### src/rtl/output_stream_tx.sv
// Result transmit path: buffers requantized accumulator results and streams them onto the shared con_* bus.
// Optional OUTPUT_ROUND_EN macro selects round-half-up before the shift; undefined gives a truncating shift.
//
// state     | meaning
// S_IDLE    | bus released, waiting for bus_grant with data buffered
// S_TURN    | bus owned, one turnaround cycle before driving beats
// S_STREAM  | bus owned, con_valid follows buffer occupancy
// S_RELEASE | bus still owned for one turnaround cycle before IDLE

module output_stream_tx #(
   parameter int IO_DATA_WIDTH      = 16,
   parameter int ACCUMULATION_WIDTH = 32,
   parameter int FEATURE_MAP_WIDTH  = 64,
   parameter int FEATURE_MAP_HEIGHT = 64,
   parameter int OUTPUT_NB_CHANNELS = 32,
   parameter int FIFO_DEPTH         = 8,
   parameter int OUT_SHIFT          = 8
) (
   input  logic                                    clk,
   input  logic                                    arst_n_in,
   input  logic                                    acc_valid,
   output logic                                    acc_ready,
   input  logic [ACCUMULATION_WIDTH-1:0]           acc_data,
   input  logic [$clog2(FEATURE_MAP_WIDTH)-1:0]    acc_x,
   input  logic [$clog2(FEATURE_MAP_HEIGHT)-1:0]   acc_y,
   input  logic [$clog2(OUTPUT_NB_CHANNELS)-1:0]   acc_ch,
   input  logic                                    bus_grant,
   output logic [IO_DATA_WIDTH-1:0]                con_1,
   output logic [IO_DATA_WIDTH-1:0]                con_2,
   output logic [IO_DATA_WIDTH-1:0]                con_3,
   output logic                                    con_valid,
   input  logic                                    con_ready,
   output logic                                    output_valid,
   output logic [$clog2(FEATURE_MAP_WIDTH)-1:0]    output_x,
   output logic [$clog2(FEATURE_MAP_HEIGHT)-1:0]   output_y,
   output logic [$clog2(OUTPUT_NB_CHANNELS)-1:0]   output_ch,
   output logic                                    driving_cons,
   output logic                                    tx_idle
);
   localparam int XW  = $clog2(FEATURE_MAP_WIDTH);
   localparam int YW  = $clog2(FEATURE_MAP_HEIGHT);
   localparam int CW  = $clog2(OUTPUT_NB_CHANNELS);
   localparam int AW  = $clog2(FIFO_DEPTH);
   localparam int IOW = IO_DATA_WIDTH;
   localparam int SW  = ACCUMULATION_WIDTH + 1;
   localparam int EW  = IOW + XW + YW + CW;

   localparam logic signed [SW-1:0] SAT_MAX = (SW'(1) << (IOW-1)) - SW'(1);
   localparam logic signed [SW-1:0] SAT_MIN = ~SAT_MAX;
   localparam logic [IOW-1:0]       Q_MAX   = {1'b0, {(IOW-1){1'b1}}};
   localparam logic [IOW-1:0]       Q_MIN   = {1'b1, {(IOW-1){1'b0}}};

   typedef enum logic [1:0] {S_IDLE, S_TURN, S_STREAM, S_RELEASE} state_t;

   state_t              r_state;
   state_t              w_state_nxt;
   logic [EW-1:0]       r_mem [FIFO_DEPTH];
   logic [AW:0]         r_wr_ptr;
   logic [AW:0]         r_rd_ptr;
   logic                w_empty;
   logic                w_full;
   logic                w_push;
   logic                w_pop;
   logic                w_last;
   logic                w_empty_nxt;
   logic signed [SW-1:0] w_ext;
   logic signed [SW-1:0] w_sum;
   logic signed [SW-1:0] w_shift;
   logic [IOW-1:0]      w_q;
   logic [EW-1:0]       w_head;

   // One extra sign bit keeps the rounding add from wrapping before saturation.
   assign w_ext = {acc_data[ACCUMULATION_WIDTH-1], acc_data};
`ifdef OUTPUT_ROUND_EN
   assign w_sum = w_ext + ((SW'(1) << OUT_SHIFT) >> 1);
`else
   assign w_sum = w_ext;
`endif
   assign w_shift = w_sum >>> OUT_SHIFT;

   always_comb begin
      if (w_shift > SAT_MAX)
         w_q = Q_MAX;
      else if (w_shift < SAT_MIN)
         w_q = Q_MIN;
      else
         w_q = w_shift[IOW-1:0];
   end

   assign w_empty     = (r_wr_ptr == r_rd_ptr);
   assign w_full      = (r_wr_ptr[AW] != r_rd_ptr[AW]) && (r_wr_ptr[AW-1:0] == r_rd_ptr[AW-1:0]);
   assign w_push      = acc_valid & ~w_full;
   assign w_pop       = con_valid & con_ready;
   assign w_last      = ((r_wr_ptr - r_rd_ptr) == (AW+1)'(1));
   assign w_empty_nxt = ~w_push & (w_empty | (w_pop & w_last));

   always_ff @(posedge clk or negedge arst_n_in) begin
      if (!arst_n_in) begin
         r_wr_ptr <= '0;
         r_rd_ptr <= '0;
         for (int i = 0; i < FIFO_DEPTH; i++) r_mem[i] <= '0;
      end else begin
         if (w_push) begin
            r_mem[r_wr_ptr[AW-1:0]] <= {w_q, acc_x, acc_y, acc_ch};
            r_wr_ptr <= r_wr_ptr + (AW+1)'(1);
         end
         if (w_pop) r_rd_ptr <= r_rd_ptr + (AW+1)'(1);
      end
   end

   assign w_head    = r_mem[r_rd_ptr[AW-1:0]];
   assign con_1     = w_head[EW-1 -: IOW];
   assign output_x  = w_head[CW+YW +: XW];
   assign output_y  = w_head[CW +: YW];
   assign output_ch = w_head[CW-1:0];
   assign con_2     = {{(IOW-XW){1'b0}}, output_x};
   assign con_3     = {{(IOW-CW){1'b0}}, output_ch};

   always_ff @(posedge clk or negedge arst_n_in) begin
      if (!arst_n_in) r_state <= S_IDLE;
      else            r_state <= w_state_nxt;
   end

   always_comb begin
      w_state_nxt = r_state;
      case (r_state)
         S_IDLE:    if (bus_grant & ~w_empty) w_state_nxt = S_TURN;
         S_TURN:    w_state_nxt = S_STREAM;
         // A pending unaccepted beat holds the bus even after bus_grant drops.
         S_STREAM:  if (w_empty_nxt | (~bus_grant & (~con_valid | w_pop))) w_state_nxt = S_RELEASE;
         S_RELEASE: w_state_nxt = S_IDLE;
         default:   w_state_nxt = S_IDLE;
      endcase
   end

   always_comb begin
      driving_cons = 1'b0;
      con_valid    = 1'b0;
      case (r_state)
         S_TURN:   driving_cons = 1'b1;
         S_STREAM: begin
            driving_cons = 1'b1;
            con_valid    = ~w_empty;
         end
         default: ;
      endcase
   end

   assign output_valid = con_valid & con_ready;
   assign acc_ready    = ~w_full;
   assign tx_idle      = (r_state == S_IDLE) & w_empty;

endmodule

### config.mk
export PLATFORM = sky130hd
export DESIGN_NAME = output_stream_tx
export DESIGN_NICKNAME = d
export VERILOG_FILES = /design/src/rtl/output_stream_tx.sv
export SDC_FILE = /design/constraint.sdc
export NUM_CORES = 1
export LEC_CHECK = 0
export CORE_MARGIN = 8
export CORE_UTILIZATION = 50
export DETAILED_ROUTE_END_ITERATION = 12
export PLACE_DENSITY_LB_ADDON = 0.3
export SYNTH_ARGS = -nofsm -noshare
export SYNTH_HDL_FRONTEND = slang
export SYNTH_SLANG_ARGS = --single-unit
### constraint.sdc
create_clock -name clk -period 3.5 [get_ports clk]
set_clock_uncertainty 0.2 [all_clocks]
set_input_delay 0.7 -clock clk [delete_from_list [all_inputs] [get_ports clk]]
set_output_delay 0.7 -clock clk [all_outputs]
set_load 0.02 [all_outputs]
==> flow_summary_export.csv <==
group,metric,value,unit
outcome,status,"complete, but fails checks",
outcome,violations_in_the_final_reports,"hold timing",
timing,timing.final.hold_violations,13,
clock_network,cts-hold-fix-buffers,0,
power_and_ir_drop,internal_power,10.33,mW
power_and_ir_drop,vdd.ir_drop.worst,751.8,uV
drt,number_of_vias_per_cell_after_detailed_routing,5.541,
power_and_ir_drop,clkPwrFrac,19.6,%
drt,average_wire_per_standard_cell,19.79,um
layout,layout.cells.most_common_list,"271 x dfrtp_1, 225 x nand2_1, 109 x mux2_2, 89 x o21ai_0, 66 x mux4_2",
clock_network,clock_tree_root,"clkbuf_16",
layout,layout_commonest_cell,"dfrtp_1",
layout,antenna_cells_inserted,0,
grt,grt_pass1_wl,47090,um
clock_network,clk_transition_reported_paths,60,ps
grt,grt-ovfl-total,0,
synthesis,post_synthesis_cell_count,1026,
synthesis,muxShareOfSynthArea,25.36,%
setup_path,crit_required,2600,ps
synthesis,post_synth_fa_ha_maj_area_fraction,0.9361,%
setup_path,setup.worst_path.end_class,"output port",
synthesis,ys_async_sr_fraction,100.0,%
synthesis,dominant_combinational_cell_family_by_area_after_synthesis,"multiplexers",
drt,dr.first_iter.drc_count,452,
layout,final-seq-area,6863,um2
drt,detail_route.wirelength,28870,um
timing,timing.slew.headroom,45.62,%
synthesis,synthXorXnorAreaFrac,0.6143,%
timing,fin_crit,3416,ps
placement,dp_hpwl,17230,um
floorplan,core_region_area,25180,um2
synthesis,ys_seq_elements,274,
grt,grt_use_total,18.90,%
setup_path,cpPeakStageDelay,540,ps
power_and_ir_drop,power_density,1051,nW/um2
timing,tns,0,ps
clock_network,numCtsBuffers,28,
power_and_ir_drop,total_power,15.85,mW
layout,fillCellCount,1990,
floorplan,die_width,176.2,um
layout,finalInstanceArea,15070,um2
setup_path,critPathMaxFanout,11,
layout,multi_input_gate_area_in_the_final_layout,5421,um2
drt,via_count,8085,
clock_network,cts-root-to-sink-buffers,3,
grt,grt_max_degree,91,
power_and_ir_drop,p_leak,6.929,nW
job,drv.max_cap_violation_count,0,
synthesis,synth_cell_type_count,40,
timing,rsz_0062_raised_after_global_routing,"yes",
drt,first_pass_iters,4,
setup_path,critical-path-slowest-cell,"clkdlybuf4s50_1",
clock_network,worst_skew_pair.late_latency,530,ps
synthesis,synth_flop_cell,"dfrtp_1",
setup_path,timing.critical_path.cells,"buf_6, mux4_2, nand2_1, nand2_1, clkdlybuf4s50_1",
synthesis,synth_compound_gate_area_share,6.319,%
timing,timing_worst_slew_pin_value,815.7,ps
floorplan,pin_count,124,
floorplan,die-height,176.2,um
power_and_ir_drop,seq_power_share,34.7,%
synthesis,synth-edff-count,0,
synthesis,synth.cell_area,12830,um2
timing,finalMaxSlewViolations,0,
placement,dpl_worst_slack,398.6,ps
grt,antenna_found_initial,1,
grt,number_of_global_route_vias_before_repair,8591,
layout,syn_to_final_growth,17.48,%
drt,remaining_drc_errors,0,
clock_network,clkSinkCount,274,
placement,finalWeightedCongestion,0.7359,
placement,placed_area,14030,um2
power_and_ir_drop,fraction_of_power_spent_switching_nets,34.82,%
setup_path,crit_path_start_kind,"register",
timing,highest_achievable_clock_rate,0.2928,GHz
layout,finalNetCount,1171,
placement,port_buffer_cells,94,
timing,finalCritPeriodShare,97.59,%
setup_path,timing.reg2reg.setup_slack,720,ps
floorplan,core.rowCount,58,
setup_path,timing.critical_path.arrival,2520,ps
synthesis,yosysWarnings,0,
clock_network,htree_levels,1,
synthesis,syn_area_cell,12.51,um2
timing,fin_ws,84.36,ps
synthesis,synth_seq_area_share,53.44,%
hold_path,timing.hold.worst.class,"in2async",
power_and_ir_drop,power_switching,5.518,mW
power_and_ir_drop,comb_power_share,45.6,%
drt,route.antenna.remaining_nets,0,
timing,timing.final.setup_violations,0,
timing,whs,-39.45,ps
layout,final_layout_size_suffix_gt1_share,27.02,%
synthesis,yosys.area_share.simple,8.298,%
floorplan,die_area,31040,um2
clock_network,tritoncts_clock_tree,"done",
setup_path,timing.critical_path.mode_cell,"nand2_1",
floorplan,initial_core_util,50.95,%
setup_path,criticalPathCategory,"reg2out",
==> cells in the mapped netlist, types with 3 or more instances <==
library cell	count	share of area (%)
mux2_2	109	9.6
o21ai_1	19	0.74
buf_4	40	2.3
nand3_1	3	0.12
dfrtp_1	274	53
o2bb2ai_1	15	1.0
buf_2	26	1.0
nand2_1	225	6.6
clkbuf_1	27	0.79
nand4_1	6	0.29
xnor2_1	7	0.48
mux2_4	36	4.2
mux4_2	66	12
a21oi_1	17	0.66
inv_1	7	0.20
o21ai_0	89	3.5
buf_6	6	0.53
ha_1	8	0.78
nor2_1	19	0.56
==> routing by layer <==
| metal | track usage [%] | up-vias | part of all wire [%] |
|---|---|---|---|
| li1 | - | 3729 | - |
| met1 | 25.62 | 4131 | 44 |
| met2 | 31.23 | 178 | 49 |
| met3 | 2.884 | 45 | 5.4 |
| met4 | 5.440 | 2 | 2.0 |
| met5 | 0 | - | 0.038 |
==> through the flow <==
stage	utilization, %	hold WS (ps)	std cells
2_1_floorplan	-	204.4	1046
3_3_place_gp	55.71	256.8	1404
3_5_place_dp	55.71	266.6	1404
4_1_cts	59.60	2.618	1457
5_1_grt	59.86	24.77	1459
6_report	59.86	-39.45	1459
==> cells by family (layout without fill, tap and decap cells) <==
| group | count (synthesis) | count (layout) |
|---|---|---|
| AO/OA/AOI/OAI | 147 | 147 |
| other | 1 | 21 |
| multiplexers | 211 | 211 |
| XOR/XNOR | 9 | 9 |
| flip-flops | 274 | 274 |
| AND/OR/NAND/NOR | 265 | 265 |
| adder cells (fa/ha/maj) | 9 | 9 |
| buffers and inverters | 110 | 193 |
==> power groups by stage <==
stage	Sequential (mW)	Combinational, mW	Clock, mW
5_1_grt	5.69	7.88	3.30
3_5_place_dp	5.55	7.42	0
2_1_floorplan	5.25	5.34	0
4_1_cts	5.50	7.34	3.16
3_3_place_gp	5.46	7.26	0
6_report	5.51	7.23	3.11
==> sequential cells by signal, summed over array words and instances, names as in the netlist <==
signal and cells:
r_wr_ptr 4, r_rd_ptr 4, r_mem 264, r_state 2
==> worst paths after layout <==
check / startpoint / to / cells after the start
min in group clk: r_mem[249] / r_mem[249] / 2
worst min register to register: r_mem[249] / r_mem[249] / 2
worst min-delay path: arst_n_in / r_mem[87] / 1
worst max register to register: r_rd_ptr[0] / r_mem[230] / 5
worst max-delay path: r_rd_ptr[0] / con_3[2] / 5
max in group asynchronous: arst_n_in / r_rd_ptr[0] / 2
==> cell type report <==
cell class,count,share of cell area [%]
Inverter,8,0.1992
Timing Repair Buffer,134,9.097
Multi-Input combinational cell,662,35.96
Clock inverter,8,0.7802
Sequential cell,274,45.53
Clock buffer,43,5.694
Tap cell,330,2.739
==> worst max-delay path: cells and delay by family (launching register included) <==
family | cells | cell delay [ps]
flip-flops | 1 | 510
AND/OR/NAND/NOR | 2 | 170
multiplexers | 1 | 530
buffers and inverters | 2 | 770
==> what timing repair did <==
item                       CTS  global route
buffers inserted             2             1
setup endpoints to repair   44            20
gates cloned                 0             1
gates resized for setup     24            13
Power figures use the tool's default switching activity.
